$ cat config.mk
export PLATFORM = sky130hd
export DESIGN_NAME = set_job_scheduler
export DESIGN_NICKNAME = d
export VERILOG_FILES = /design/src/rtl/set_job_scheduler.sv
export SDC_FILE = /design/constraint.sdc
export NUM_CORES = 1
export LEC_CHECK = 0
export ABC_AREA = 1
export CAP_MARGIN = 20
export CORE_ASPECT_RATIO = 0.9
export CORE_MARGIN = 2
export CORE_UTILIZATION = 47
export CTS_CLUSTER_SIZE = 40
export DETAILED_ROUTE_END_ITERATION = 12
export PLACE_DENSITY = 0.77
export SKIP_CTS_REPAIR_TIMING = 1
export SLEW_MARGIN = 5
export SYNTH_ARGS = -nofsm -noshare
export SYNTH_HDL_FRONTEND = slang
export SYNTH_SLANG_ARGS = --single-unit
$ cat constraint.sdc
create_clock -name clk -period 2.2 [get_ports clk]
set_input_delay 0.22 -clock clk [delete_from_list [all_inputs] [get_ports clk]]
set_output_delay 0.22 -clock clk [all_outputs]
set_load 0.05 [all_outputs]
$ cat src/rtl/set_job_scheduler.sv
`default_nettype none
// ============================================================================
// Module   : set_job_scheduler
// Purpose  : Round-robin shares one combinational point-in-circle checker
//            between two job requesters. Each job evaluates 64 grid points
//            (1..8 x 1..8) against three circles, counts the points that
//            satisfy the selected set mode and returns the tagged count.
// Ports    : clk, rst (async, active-high)
//            reqN_valid/ready/central/radius/mode  (N = 0,1) job requests
//            chk_x/y/r, chk_px/py -> shared checker;  chk_in <- its result
//            busy, valid, candidate, resp_id       job result
// Revision : 1.0  initial release
// ============================================================================
module set_job_scheduler #(
  parameter int GRID_LOG2 = 3,
  parameter int CNT_W     = 8
) (
  input  logic             clk,
  input  logic             rst,
  input  logic             req0_valid,
  output logic             req0_ready,
  input  logic [23:0]      req0_central,
  input  logic [11:0]      req0_radius,
  input  logic [1:0]       req0_mode,
  input  logic             req1_valid,
  output logic             req1_ready,
  input  logic [23:0]      req1_central,
  input  logic [11:0]      req1_radius,
  input  logic [1:0]       req1_mode,
  output logic [3:0]       chk_x,
  output logic [3:0]       chk_y,
  output logic [3:0]       chk_r,
  output logic [3:0]       chk_px,
  output logic [3:0]       chk_py,
  input  logic             chk_in,
  output logic             busy,
  output logic             valid,
  output logic [CNT_W-1:0] candidate,
  output logic             resp_id
);

  localparam int PW = 2 * GRID_LOG2;  // point index width
  localparam int CW = PW + 1;         // count width, holds 0..64

  localparam logic [1:0] S_IDLE = 2'd0;
  localparam logic [1:0] S_CHK  = 2'd1;
  localparam logic [1:0] S_DONE = 2'd2;

  logic [1:0]    state, state_nxt;
  logic [23:0]   central_q;
  logic [11:0]   radius_q;
  logic [1:0]    mode_q;
  logic [PW-1:0] point;
  logic [1:0]    circ;
  logic          a_q, b_q;
  logic [CW-1:0] count, count_nxt;
  logic          id, last_id;
  logic          grant0, grant1, hit, last_step;

  // A lone requester always wins; on a tie the one not served last wins.
  assign grant0 = req0_valid && (!req1_valid || last_id);
  assign grant1 = req1_valid && (!req0_valid || !last_id);

  assign last_step = (point == {PW{1'b1}}) && (circ == 2'd2);

  // Set-mode qualifier, evaluated on the circle C cycle with chk_in as C.
  always_comb begin
    hit = 1'b0;
    case (mode_q)
      2'd0:    hit = a_q;
      2'd1:    hit = a_q & b_q;
      2'd2:    hit = a_q ^ b_q;
      default: hit = (a_q & b_q & ~chk_in) | (a_q & ~b_q & chk_in) |
                     (~a_q & b_q & chk_in);
    endcase
  end

  assign count_nxt = count + CW'(hit);

  // State register
  always_ff @(posedge clk or posedge rst) begin
    if (rst) state <= S_IDLE;
    else     state <= state_nxt;
  end

  // Next-state logic
  always_comb begin
    state_nxt = state;
    case (state)
      S_IDLE:  if (grant0 || grant1) state_nxt = S_CHK;
      S_CHK:   if (last_step)        state_nxt = S_DONE;
      S_DONE:                        state_nxt = S_IDLE;
      default:                       state_nxt = S_IDLE;
    endcase
  end

  // Output logic
  always_comb begin
    req0_ready = (state == S_IDLE) && grant0;
    req1_ready = (state == S_IDLE) && grant1;
    busy       = (state == S_CHK) || (state == S_DONE);
    valid      = (state == S_DONE);
    chk_x      = 4'd0;
    chk_y      = 4'd0;
    chk_r      = 4'd0;
    chk_px     = 4'd0;
    chk_py     = 4'd0;
    if (state == S_CHK) begin
      chk_px = 4'(point[PW-1:GRID_LOG2]) + 4'd1;
      chk_py = 4'(point[GRID_LOG2-1:0]) + 4'd1;
      case (circ)
        2'd0: begin
          chk_x = central_q[23:20];
          chk_y = central_q[19:16];
          chk_r = radius_q[11:8];
        end
        2'd1: begin
          chk_x = central_q[15:12];
          chk_y = central_q[11:8];
          chk_r = radius_q[7:4];
        end
        2'd2: begin
          chk_x = central_q[7:4];
          chk_y = central_q[3:0];
          chk_r = radius_q[3:0];
        end
        default: ;
      endcase
    end
  end

  // Job datapath
  always_ff @(posedge clk or posedge rst) begin
    if (rst) begin
      central_q <= '0;
      radius_q  <= '0;
      mode_q    <= '0;
      point     <= '0;
      circ      <= '0;
      a_q       <= 1'b0;
      b_q       <= 1'b0;
      count     <= '0;
      id        <= 1'b0;
      last_id   <= 1'b1;
      candidate <= '0;
      resp_id   <= 1'b0;
    end else begin
      case (state)
        S_IDLE: begin
          if (grant0 || grant1) begin
            central_q <= grant1 ? req1_central : req0_central;
            radius_q  <= grant1 ? req1_radius  : req0_radius;
            mode_q    <= grant1 ? req1_mode    : req0_mode;
            id        <= grant1;
            last_id   <= grant1;
            point     <= '0;
            circ      <= '0;
            count     <= '0;
          end
        end
        S_CHK: begin
          case (circ)
            2'd0: begin
              a_q  <= chk_in;
              circ <= 2'd1;
            end
            2'd1: begin
              b_q  <= chk_in;
              circ <= 2'd2;
            end
            default: begin
              count <= count_nxt;
              circ  <= 2'd0;
              point <= point + PW'(1);
              // Result registers load as DONE is entered so they are
              // valid during the DONE cycle and hold afterwards.
              if (last_step) begin
                candidate <= CNT_W'(count_nxt);
                resp_id   <= id;
              end
            end
          endcase
        end
        default: ;
      endcase
    end
  end

endmodule
`default_nettype wire

==> results by group, run 1 <==
Run status
  – Status: finished, final reports clean

Timing
  – Rel. slew slack: 65.08%
  – Final period utilization: a little over nine tenths
  – Crit path time final: between 2 and 2.5 ns
  – RSZ-0062 raised after global routing: false
  – Slew Viols, Final: 0
  – FMAX: 0.4759 GHz
  – Slew @ Worst Pin: roughly 0.52 ns
  – Setup violations, final: 0
  – Fin. Hold Viols: 0
  – Worst clock skew: roughly 0.0079 ns
  – Setup TNS Final: 0 ns

Final layout
  – Layout Utilization: a little over two thirds
  – Fill cells: 617
  – Antenna diodes: 0
  – Final nets: 706
  – Post-Layout Cell Count: ~720
  – Area growth syn-to-layout: 42.37%
  – Layout cells sized above 1: 9.194%

Die
  – Placeable Area: ~0.0076 mm^2
  – I/O pin cnt: between 100 and 150
  – Die width: just under 100 um
  – Starting Density: 49.15%
  – Number of cell rows: 30
  – Full die area: just under 0.009 mm^2
  – Die Ht: a little under 90 um

Worst setup path
  – CP endpoint kind: output pin
  – WS Path Type: flip-flop to output pin
  – RR Endpoint: count[4]$_DFFE_PP0P_
  – Worst R2R Path Depth: 11
  – Worst Path Arrival: 1.88 ns
  – CP required: 1.98 ns
  – Max FO, Critical Path: 9
  – Startpoint types: flip-flop
  – RR Startpoint: a_q$_DFFE_PP0P_
  – Crit path from: state[1]$_DFFE_PP0P_
  – Critical Path End: chk_px[3]
  – Setup slack, reg-to-reg: approximately 0.26 ns

Synth
  – Yosys cell types: 29
  – Seq/Total Area, Yosys: approximately 45%
  – Number of flops mapped to enable cells by yosys: 0
  – Post-synth ARST share: 100.0%
  – Synth Net Count: between 600 and 700
  – Cell taking the most area after synthesis: dfrtp_1
  – Top-area cell type share of the netlist area: between 40% and 50%
  – Most common cell in the netlist: nand2_1
  – Synthesis Warnings: 0
  – Syn_area_per_cell: roughly 7.3 um^2
  – Post-synth top cells: 182 x nand2_1, 66 x dfrtp_1, 58 x nor2_1, 57 x nand3_1
  – Post-Syn Instances: 510
  – Syn Std Cell Area: roughly 0.0037 mm^2
  – Main synth FF type: dfrtp_1
  – Top cells by area, synth: dfrtp_1 44%, nand2_1 18%, nand3_1 7.6%
  – Flops & latches, synth: 67

GRT
  – Total Routing Usage GR: between 20% and 30%
  – Remaining Overflow, GRT: 0
  – Vias in the first global route: ~3,400
  – Initial antenna violation count: 0
  – First-pass GRT wire length: ~16 mm
  – Pin count of the biggest net entering global routing: 77

Placed design
  – Number of port buffers: 112
  – Hpwl dp: ~7.1 mm
  – Final Wtd Congestion: ~0.82
  – Cell Count Post-Placement: 700

Pwr
  – Worst vdd ir: 0.001036 V
  – Psw: roughly 3000 uW
  – Cell internal pwr: about 4000 uW
  – Clk pwr share: 15.4%
  – Sequential group share of total power: between 20% and 30%
  – Gate power share: a little under three fifths
  – Sw Share: between 40% and 50%
  – Pwr Density: 1298 mW/mm^2
  – Pleak: ~0.0026 uW

Detailed routing
  – TritonRoute pass-1 iters: 5
  – Vias/cell: between 5 and 6
  – Drt drc: 0
  – DR WL/cell: 13.41 um
  – DR vias: around 3,600
  – Routed wire length: between 9 and 10 mm
  – Remaining antenna violation count: 0
  – DR iter-0 viols: around 210

Clock tree
  – H-tree Lvls: 3
  – Clock slew at reported path FFs: 0.07 ns
  – Root buf cell: clkbuf_8
  – Clock tree buffer depth: 2
  – CTS sink count: 67
  – Total CTS buffers: 9
  – CTS tree: done
  – Worst-Skew Late Latency: about 0.33 ns

Min path
  – Hold WC Path Type: input pin to asynchronous set/reset pin

Job
  – Max Cap Viol: 0
## worst min-delay path by stage
| stage | start | end | cells past startpoint |
|---|---|---|---|
| 2_1_floorplan | chk_in | a_q$_DFFE_PP0P_ | 2 |
| 3_3_place_gp | id$_DFFE_PP0P_ | resp_id$_DFFE_PP0P_ | 2 |
| 3_5_place_dp | id$_DFFE_PP0P_ | resp_id$_DFFE_PP0P_ | 2 |
| 4_1_cts | rst | id$_DFFE_PP0P_ | 2 |
| 5_1_grt | rst | central_q[19]$_DFFE_PP0P_ | 2 |
| 6_report | rst | central_q[19]$_DFFE_PP0P_ | 2 |
## power groups by stage
stage,sequential (uW),clock (uW),combinational [uW]
global route,2040,1140,4210
CTS,1980,1080,3900
floorplan,1910,0,2490
detailed placement,2000,0,3890
global placement,1970,0,3820
finish,1980,1060,3880
## state kept, by name, summed over array words and instances (netlist names)
register	flops
central_q	24
radius_q	12
candidate	7
count	7
point	6
circ	2
mode_q	2
state	2
a_q	1
b_q	1
id	1
last_id	1
resp_id	1
## cells in the final DEF (no fill, tap or decap), types with 12 or more instances in the layout
master / count
a31oi_1: 38
o21ai_0: 12
dfrtp_1: 66
clkbuf_8: 12
nor2_1: 58
clkdlybuf4s50_1: 90
nand2_1: 182
inv_1: 37
buf_12: 24
nand3_1: 57
## cell families after synthesis
logic type	count (synthesis)	synth area share (%)
flip-flops	67	44.80
other	1	0.1001
XOR/XNOR	2	0.4678
AO/OA/AOI/OAI	55	8.787
AND/OR/NAND/NOR	306	33.38
buffers and inverters	69	9.121
adder cells (fa/ha/maj)	10	3.341
## area by class of cell
class	count	area [um^2]	area share, %
inverters	41	155.1	2.910
multi-input cells	374	1730	32.46
clock buffers	15	176.4	3.309
flip-flops and latches	67	1678	31.47
well taps	96	120.1	2.253
clock inverters	1	30.03	0.5632
repair buffers	122	1441	27.04
## layer usage
| layer | vias to the layer above | part of all wire (%) | track usage (%) |
|---|---|---|---|
| met4 | 0 | 0.50 | 7.828 |
| met2 | 111 | 48 | 37.24 |
| li1 | 1847 | - | - |
| met3 | 4 | 6.3 | 3.633 |
| met5 | - | 0 | 0 |
| met1 | 1663 | 45 | 30.74 |
## critical path: stages, from the launching register on
cell and delay, ns:
dfrtp_1 0.40, inv_1 0.09, ha_1 0.32, inv_2 0.17, nor3_1 0.37, buf_12 0.19
## per-stage QoR
stage / cell area, um^2 / hold slack (ns) / power (uW) / worst slack [ns]
after floorplan: 3745 / 0.3410 / 4399 / 0.04485
after global placement: 5120 / 0.4631 / 5795 / 0.2638
after detailed placement: 5120 / 0.4647 / 5885 / 0.2124
after CTS: 5326 / 0.2078 / 6960 / 0.08640
after global routing: 5331 / 0.2426 / 7379 / 0.02137
final: 5331 / 0.2048 / 6920 / 0.09851
No activity file was read; power rests on OpenSTA's default activity.
==> inputs of run 2 (changes only) <==
PLACE_DENSITY = 0.84   (was 0.77)
REMOVE_ABC_BUFFERS = 1   (was unset)
SLEW_MARGIN = unset   (was 5)
==> run 2 against run 1 <==
Effect of this change: sequential share of layout area is essentially flat; combinational power grew 1%; first-iteration DRC count shrank 12%; maximum frequency rose by 0.39%; global-route usage is 0.90 points higher; register-to-register slack worse by 0.08 ns; final cell count increased by 0.42%; critical path type unchanged; largest cell class unchanged; largest power group unchanged.
==> results by group, run 2 (synthesis gave the netlist of run 1 again) <==
GRT
  – Remaining Overflow, GRT: 0
  – Vias in the first global route: 3,554
  – Total Routing Usage GR: 23.48%
  – First-pass GRT wire length: around 16 mm
  – Initial antenna violation count: 0
  – Pin count of the biggest net entering global routing: 63

Timing
  – Setup violations, final: 0
  – Fin Hold WS: ~0.22 ns
  – Worst clock skew: 0.008372 ns
  – Final period utilization: a little over nine tenths
  – Crit path time final: 2.093 ns
  – FMAX: 0.4777 GHz
  – PnR worst setup slack: 0.1068 ns
  – Slew Viols, Final: 0
  – Slew @ Worst Pin: 0.5053 ns
  – Rel. slew slack: 66.21%
  – Fin. Hold Viols: 0

Clock tree
  – Clock tree buffer depth: 2
  – CTS sink count: 67
  – Clock slew at reported path FFs: 0.07 ns
  – Root buf cell: clkbuf_8
  – Worst-Skew Late Latency: about 0.34 ns
  – H-tree Lvls: 3
  – Total CTS buffers: 9
  – CTS tree: done

Final layout
  – Antenna diodes: 0
  – Area of the multi-input gates: about 0.0017 mm^2
  – Biggest regs: central_q: 24 flops, radius_q: 12 flops
  – Fill cells: around 620
  – Layout cells sized above 1: a little under a tenth
  – Max reg flops: 24
  – Commonest non-fill, non-tap cell in the layout: nand2_1
  – Largest Register: central_q
  – Commonest non-fill, non-tap cells in the layout: 182 x nand2_1, 90 x clkdlybuf4s50_1, 66 x dfrtp_1
  – Area growth syn-to-layout: 42.33%
  – Storage cell area: about 0.0017 mm^2
  – Final nets: 709

Detailed routing
  – Remaining antenna violation count: 0
  – Vias/cell: ~5.1
  – TritonRoute pass-1 iters: 4
  – Drt drc: 0
  – DR iter-0 viols: approximately 190
  – Routed wire length: around 9.7 mm
  – DR vias: approximately 3,700
  – DR WL/cell: ~13 um

Worst setup path
  – CP required: between 1.5 and 2 ns
  – CP endpoint kind: output pin
  – Startpoint types: flip-flop
  – CP bufs+invs: 2
  – WS Path Type: flip-flop to output pin
  – CP delay by family, top: buffers and inverters
  – Worst Path Arrival: between 1.5 and 2 ns
  – Max FO, Critical Path: 3
  – Critical path's largest stage delay: approximately 0.80 ns
  – Worst-path cell chain: inv_1 -> ha_1 -> clkdlybuf4s50_1
  – CP max stage cell: clkdlybuf4s50_1

Pwr
  – Sw Share: roughly 44%
  – Pwr Density: about 1300 mW/mm^2
  – Total power: between 6000 and 7000 uW
  – Worst vdd ir: approximately 0.00085 V
  – Pleak: 0.002571 uW
  – Cell internal pwr: slightly below 4000 uW
  – Clk pwr share: 14.5%
  – Sequential group share of total power: between 20% and 30%
  – Gate power share: roughly 57%
  – Psw: roughly 3000 uW

Die
  – Full die area: slightly below 0.009 mm^2
  – Die Ht: between 80 and 90 um
  – Die width: around 100 um
  – Number of cell rows: 30
  – Placeable Area: 0.007620 mm^2
  – Starting Density: around 49%
  – I/O pin cnt: 114

Min path
  – Hold WC Path Type: input pin to asynchronous set/reset pin

Placed design
  – Final Wtd Congestion: 0.8370
  – Number of port buffers: 112
  – Post-place setup slack: between 0.15 and 0.2 ns
  – Hpwl dp: 7.133 mm

Job
  – Max Cap Viol: 0

Run status
  – Status: finished, final reports clean
==> run 2: worst paths after layout <==
check | endpoint | cells past startpoint | slack (ns) | from
setup / recovery | busy | 3 | 0.11 | state[1]$_DFFE_PP0P_
hold / removal | point[0]$_DFFE_PP0P_ | 2 | 0.22 | rst
setup reg to reg | count[6]$_DFFE_PP0P_ | 13 | 0.18 | a_q$_DFFE_PP0P_
hold reg to reg | candidate[2]$_DFFE_PP0P_ | 2 | 0.48 | candidate[2]$_DFFE_PP0P_
max in group asynchronous | last_id$_DFFE_PP1P_ | 3 | 1.30 | rst
min in group clk | mode_q[0]$_DFFE_PP0P_ | 3 | 0.45 | req1_mode[0]
==> run 2: per-layer routing <==
| metal | wire length (um) | track usage (%) | up-vias |
|---|---|---|---|
| met3 | 609 | 5.529 | 15 |
| li1 | - | - | 1853 |
| met1 | 4259 | 29.69 | 1692 |
| met4 | 138 | 7.828 | 0 |
| met2 | 4653 | 40.41 | 124 |
| met5 | 0 | 0 | - |
==> run 2: stage by stage <==
stage / utilization, % / std cells / cell area (um^2) / setup TNS, ns
after floorplan: - / 482 / 3558 / -1.726
after global placement: 67.39 / 702 / 5135 / 0
after detailed placement: 67.39 / 702 / 5135 / 0
after CTS: 69.85 / 718 / 5323 / 0
after global routing: 69.95 / 719 / 5330 / -0.001026
final: 69.95 / 719 / 5330 / 0
==> run 2: area by class of cell <==
| cell class | count | area share (%) |
|---|---|---|
| Clock buffer | 14 | 2.864 |
| Multi-Input combinational cell | 374 | 32.37 |
| Timing Repair Buffer | 125 | 27.46 |
| Inverter | 41 | 2.911 |
| Sequential cell | 67 | 31.48 |
| Tap cell | 96 | 2.254 |
| Clock inverter | 2 | 0.6573 |
==> run 2: power groups by stage <==
stage,registers [uW],clock network (uW),logic (uW)
after floorplan,1910,0,2280
after global placement,1960,0,3830
after detailed placement,1990,0,3910
after CTS,1970,1010,3930
after global routing,2020,1050,4280
final,1970,1000,3930
==> inputs of run 3 (changes only) <==
CORE_ASPECT_RATIO = unset   (was 0.9)
TNS_END_PERCENT = 50   (was unset)
==> run 3 against run 2 <==
Effect of this change: flip-flop and latch count did not move; power fell by 0.97%; first-iteration DRC count rose by 16%; wire length rose by 2.1%; final cell count rose by 0.42%; clock power fell by 9%; final area fell by 0.12%; global-route usage rose by 0.90 points; combinational power barely moved; register-to-register slack got worse by 0.03 ns.
==> results by group, run 3 (synthesis gave the netlist of run 1 again) <==
Run status
  – Status: finished, final reports clean

Worst setup path
  – Max FO, Critical Path: 3
  – RR Endpoint: count[6]$_DFFE_PP0P_
  – RR Startpoint: a_q$_DFFE_PP0P_
  – WS Path Type: flip-flop to output pin
  – Setup slack, reg-to-reg: approximately 0.15 ns
  – Worst R2R Path Depth: 14
  – Startpoint types: flip-flop
  – Critical path's largest stage delay: approximately 0.8 ns
  – Crit path from: state[0]$_DFFE_PP0P_
  – Critical Path End: busy
  – Worst-path cell chain: inv_1 -> ha_1 -> clkdlybuf4s50_1
  – CP required: 1.98 ns
  – CP max stage cell: clkdlybuf4s50_1
  – CP endpoint kind: output pin
  – Worst Path Arrival: about 1.9 ns

Final layout
  – Max reg flops: 24
  – Final nets: 708
  – Post-Layout Cell Count: roughly 720
  – Layout cells sized above 1: approximately 10%
  – Commonest non-fill, non-tap cells in the layout: 182 x nand2_1, 90 x clkdlybuf4s50_1, 66 x dfrtp_1
  – Biggest regs: central_q: 24 flops, radius_q: 12 flops
  – Commonest non-fill, non-tap cell in the layout: nand2_1
  – Antenna diodes: 0
  – Area growth syn-to-layout: 42.17%
  – Largest Register: central_q
  – Final Instance Area: 0.005324 mm^2

Clock tree
  – Worst-Skew Late Latency: 0.35 ns
  – Root buf cell: clkbuf_8
  – CTS sink count: 67
  – Clock tree buffer depth: 2
  – Total CTS buffers: 9
  – Clock slew at reported path FFs: 0.07 ns
  – H-tree Lvls: 3
  – CTS tree: done

Placed design
  – Post-place setup slack: approximately 0.13 ns
  – Hpwl dp: roughly 7.2 mm
  – Number of port buffers: 112
  – Final Wtd Congestion: 0.8360
  – Dpl cell area: 0.005127 mm^2
  – Cell Count Post-Placement: 706

Timing
  – Slew @ Worst Pin: approximately 0.50 ns
  – Worst clock skew: about 0.0061 ns
  – PnR worst setup slack: approximately 0.095 ns
  – Final period utilization: between 90% and 100%
  – Setup violations, final: 0
  – FMAX: between 0.4 and 0.5 GHz
  – Crit path time final: about 2.1 ns
  – Slew Viols, Final: 0
  – Fin. Hold Viols: 0
  – Rel. slew slack: 66.43%

GRT
  – Remaining Overflow, GRT: 0
  – Gr busiest metal: met2
  – GR Util met1: a little under a third
  – Vias in the first global route: 3,558
  – Met3 global-route usage: 6.044%
  – First-pass GRT wire length: roughly 17 mm
  – GR Layer Usage met2: between 40% and 50%
  – Initial antenna violation count: 0
  – Total Routing Usage GR: between 20% and 30%
  – Pin count of the biggest net entering global routing: 77

Pwr
  – Pleak: 0.002546 uW
  – Total power: between 6000 and 7000 uW
  – Pwr Density: about 1300 mW/mm^2
  – Worst vdd ir: 0.0009650 V

Die
  – I/O pin cnt: 114
  – Die Ht: slightly above 90 um
  – Number of cell rows: 32
  – Full die area: around 0.0087 mm^2
  – Starting Density: 48.46%
  – Placeable Area: 0.007727 mm^2
  – Die width: slightly above 90 um

Job
  – Max Cap Viol: 0

Detailed routing
  – Vias/cell: roughly 5.2
  – DR iter-0 viols: 219
  – DR vias: between 3,000 and 4,000
  – TritonRoute pass-1 iters: 4
  – Drt drc: 0
  – DR WL/cell: between 10 and 15 um
  – Remaining antenna violation count: 0
  – Routed wire length: between 9 and 10 mm

Min path
  – Hold WC Path Type: input pin to asynchronous set/reset pin
[run 3: layout make-up]
| type | instances | area, um^2 |
|---|---|---|
| Fill cell | 575 | 2404 |
| Tap cell | 102 | 127.6 |
| Clock buffer | 12 | 155.1 |
| Clock inverter | 2 | 12.51 |
| Inverter | 41 | 158.9 |
| Sequential cell | 67 | 1678 |
| Multi-Input combinational cell | 374 | 1735 |
| Timing Repair Buffer | 124 | 1456 |
[run 3: per-layer routing]
layer	share of wire, %	vias to the layer above
met5	0	-
met4	1.8	0
met3	7.3	19
met2	50	160
met1	41	1748
li1	-	1848
[run 3: critical path, delay by kind of cell, from the launching register on]
family     cells  cell delay (ns)
fa+ha+maj      1             0.28
flops          1             0.39
buf+inv        2             0.86
[run 3: worst min path at each step]
stage                              from                       end  depth (start not counted)
6_report                            rst       resp_id$_DFFE_PP0P_                          3
2_1_floorplan                    chk_in           a_q$_DFFE_PP0P_                          2
5_1_grt                             rst  central_q[5]$_DFFE_PP0P_                          3
4_1_cts                             rst      count[2]$_DFFE_PP0P_                          3
3_3_place_gp   candidate[3]$_DFFE_PP0P_  candidate[3]$_DFFE_PP0P_                          2
3_5_place_dp   candidate[3]$_DFFE_PP0P_  candidate[3]$_DFFE_PP0P_                          2
[run 3: stage by stage]
stage	hold slack (ns)	TNS, ns	utilization [%]
finish	0.2533	0	68.90
global placement	0.4639	0	66.35
CTS	0.2646	0	68.52
detailed placement	0.4699	0	66.35
global route	0.2873	-0.01349	68.90
floorplan	0.3410	-1.726	-
[run 3: report_power, final]
group | switching (uW) | total, uW | internal, uW
registers | 281 | 1970 | 1690
clock network | 452 | 908 | 456
logic | 2330 | 3950 | 1610
total | 3070 | 6830 | 3760
==> RTL edit: new RTL, config.mk and constraints of run 1 <==
Make the reset (`rst`) synchronous in 2 clocked blocks. Comments in the files are not updated.
--- a/src/rtl/set_job_scheduler.sv
+++ b/src/rtl/set_job_scheduler.sv
@@ -78,7 +78,7 @@
   assign count_nxt = count + CW'(hit);
 
   // State register
-  always_ff @(posedge clk or posedge rst) begin
+  always_ff @(posedge clk) begin
     if (rst) state <= S_IDLE;
     else     state <= state_nxt;
   end
@@ -130,7 +130,7 @@
   end
 
   // Job datapath
-  always_ff @(posedge clk or posedge rst) begin
+  always_ff @(posedge clk) begin
     if (rst) begin
       central_q <= '0;
       radius_q  <= '0;
Behaviour: differs if rst is asserted again (counterexample within 4 cycles, from zero or initial values and one cycle with rst high); with rst held inactive, the same outputs for 10 cycles.
==> RTL edit against run 1 <==
  * Synthesized cell count is 16% higher
  * Sequential cell count stayed put
  * Critical path depth is 2 lower
  * First-iteration DRC count is 13% lower
  * Die area is 1.3% lower
  * Cell area is 1.4% lower
  * Synthesized area is 1.4% lower
  * Setup slack better by 0.023 ns
  * Wire length is 3.8% higher
Power is not compared: it rests on default switching activity, and its combinational part moved more than twofold at a synthesized area within 25%.
==> RTL edit: results (changes against run 1) <==
status finished clean (unchanged); CP Max Fanout 3 (was 9); antenna cell count 0 (unchanged); cells after synthesis 590 (was 510); Nets 783 (was 706); Pint about 2.3 mW; DP Area 5060 um^2 (was 5120 um^2); Vias 3984 (was 3625); met1 Usage GRT 0.295 (was 0.307); grt total ovfl 0 (unchanged); worst rel slew slack 0.658 (was 0.651); DR WL/cell 12.6 um (was 13.4 um); global-route wire length before repair 16600 um (was 15800 um); Leak ~2.5 nW; Hold Crit Class reg2reg (was in2async); Initial DRT Pass Iterations 4 (was 5); CTS clk-pin slew, worst paths 0.06 ns; synth top area cells dfxtp_1, nand2_1, nor2_1 (was dfrtp_1, nand2_1, nand3_1); Skew-Pair Late Insertion Delay 0.33 ns (about the same); top flop regs central_q (24), radius_q (12) (unchanged); share of cells above drive strength 1 0.0947 (was 0.0919); GP Congestion 0.838 (was 0.818); Arrival @ worst endpoint 1.86 ns (was 1.88 ns); Synth Warn # 0 (unchanged); clock skew 0.00720 ns (was 0.00787 ns); number of global-route vias before repair 3699 (was 3426); H-tree Lvls 3 (unchanged); pin count of the biggest net entering global routing 47 (was 77); TritonCTS buffer count 9 (unchanged); Slowest-stage cell, CP clkdlybuf4s50_1 (was dfrtp_1); # fillers 643 (was 617); crit-path max cell delay 0.80 ns (was 0.40 ns); CTS root buffer clkbuf_8 (unchanged); Mapped Nets 681 (was 601); Via density 5.02 (was 5.06); share of flip-flops with an asynchronous set or reset 0 (was 1.00); Clock Path Buffers 2 (unchanged); register area share after synthesis 0.363 (was 0.448); initial antenna violation count 0 (unchanged); synth cell count leaders nand2_1, nor2_1, dfxtp_1 (was nand2_1, dfrtp_1, nor2_1); PortBufs 112 (unchanged); met3 usage 0.0479 (was 0.0363); hpwl dp 7300 um (was 7120 um); worst vdd ir 0.337 mV; Detail Route Antenna Nets 0 (unchanged); initial DRC count 185 (was 213); grt met2 use 0.422 (was 0.372); GRT Total Usage 0.235 (was 0.226); synth unique cells 29 (unchanged)
-- RTL edit: changes by cell type after synthesis, sizes merged, moves of 3 or more --
cell,change
o21bai,+3
nor2,+47
buf,-3
nand2,-9
a31oi,-37
dfrtp,-66
a21oi,+23
clkbuf,+10
o21ai,+43
dfxtp,+67
nand3,+6
-- RTL edit: path summary, 6_finish.rpt --
| check | cells after the start | slack (ns) | from | endpoint |
|---|---|---|---|---|
| setup / recovery | 3 | 0.12 | state[0] | busy |
| hold / removal | 2 | 0.47 | id | id |
| setup reg to reg | 11 | 0.17 | a_q | count[6] |
| hold reg to reg | 2 | 0.47 | id | id |
-- RTL edit: critical path, delay by kind of cell (launching register included) --
family	cells	cell delay, ns
flops	1	0.36
fa+ha+maj	1	0.30
buf+inv	2	0.87
-- RTL edit: cell type report --
| cell class | instances | share of cell area |
|---|---|---|
| multi-input cells | 449 | 0.385 |
| inverters | 39 | 0.0283 |
| clock inverters | 2 | 0.00190 |
| repair buffers | 126 | 0.275 |
| flip-flops and latches | 67 | 0.256 |
| well taps | 96 | 0.0229 |
| clock buffers | 14 | 0.0310 |
-- RTL edit: cells by family (layout without fill, tap and decap cells) --
kind of cell             after synthesis  after routing  synth area share
AND/OR/NAND/NOR                      349            349             0.381
AO/OA/AOI/OAI                         87             87             0.122
buffers and inverters                 74            181            0.0942
flip-flops                            67             67             0.363
adder cells (fa/ha/maj)               10             10            0.0339
XOR/XNOR                               2              2           0.00474
other                                  1              1           0.00102
-- RTL edit: stage by stage --
stage | setup WS (ns) | utilization
detailed placement | -0.0993 | 0.667
global route | 0.0272 | 0.693
global placement | -0.0293 | 0.667
CTS | 0.00479 | 0.690
floorplan | 0.124 | -
finish | 0.122 | 0.693
-- RTL edit: power by group through the flow --
stage                     Clock, mW  Sequential [mW]  Combinational [mW]
after floorplan                   0             1.45               0.775
after global placement            0             1.46                1.20
after detailed placement          0             1.47                1.22
after CTS                     0.909             1.44                1.23
after global routing          0.974             1.46                1.36
final                         0.891             1.45                1.23
-- RTL edit: routing by layer --
metal,wire length (um),vias to the layer above
met4,97,0
met3,666,10
met5,0,-
met1,4360,1762
li1,-,2075
met2,4850,137
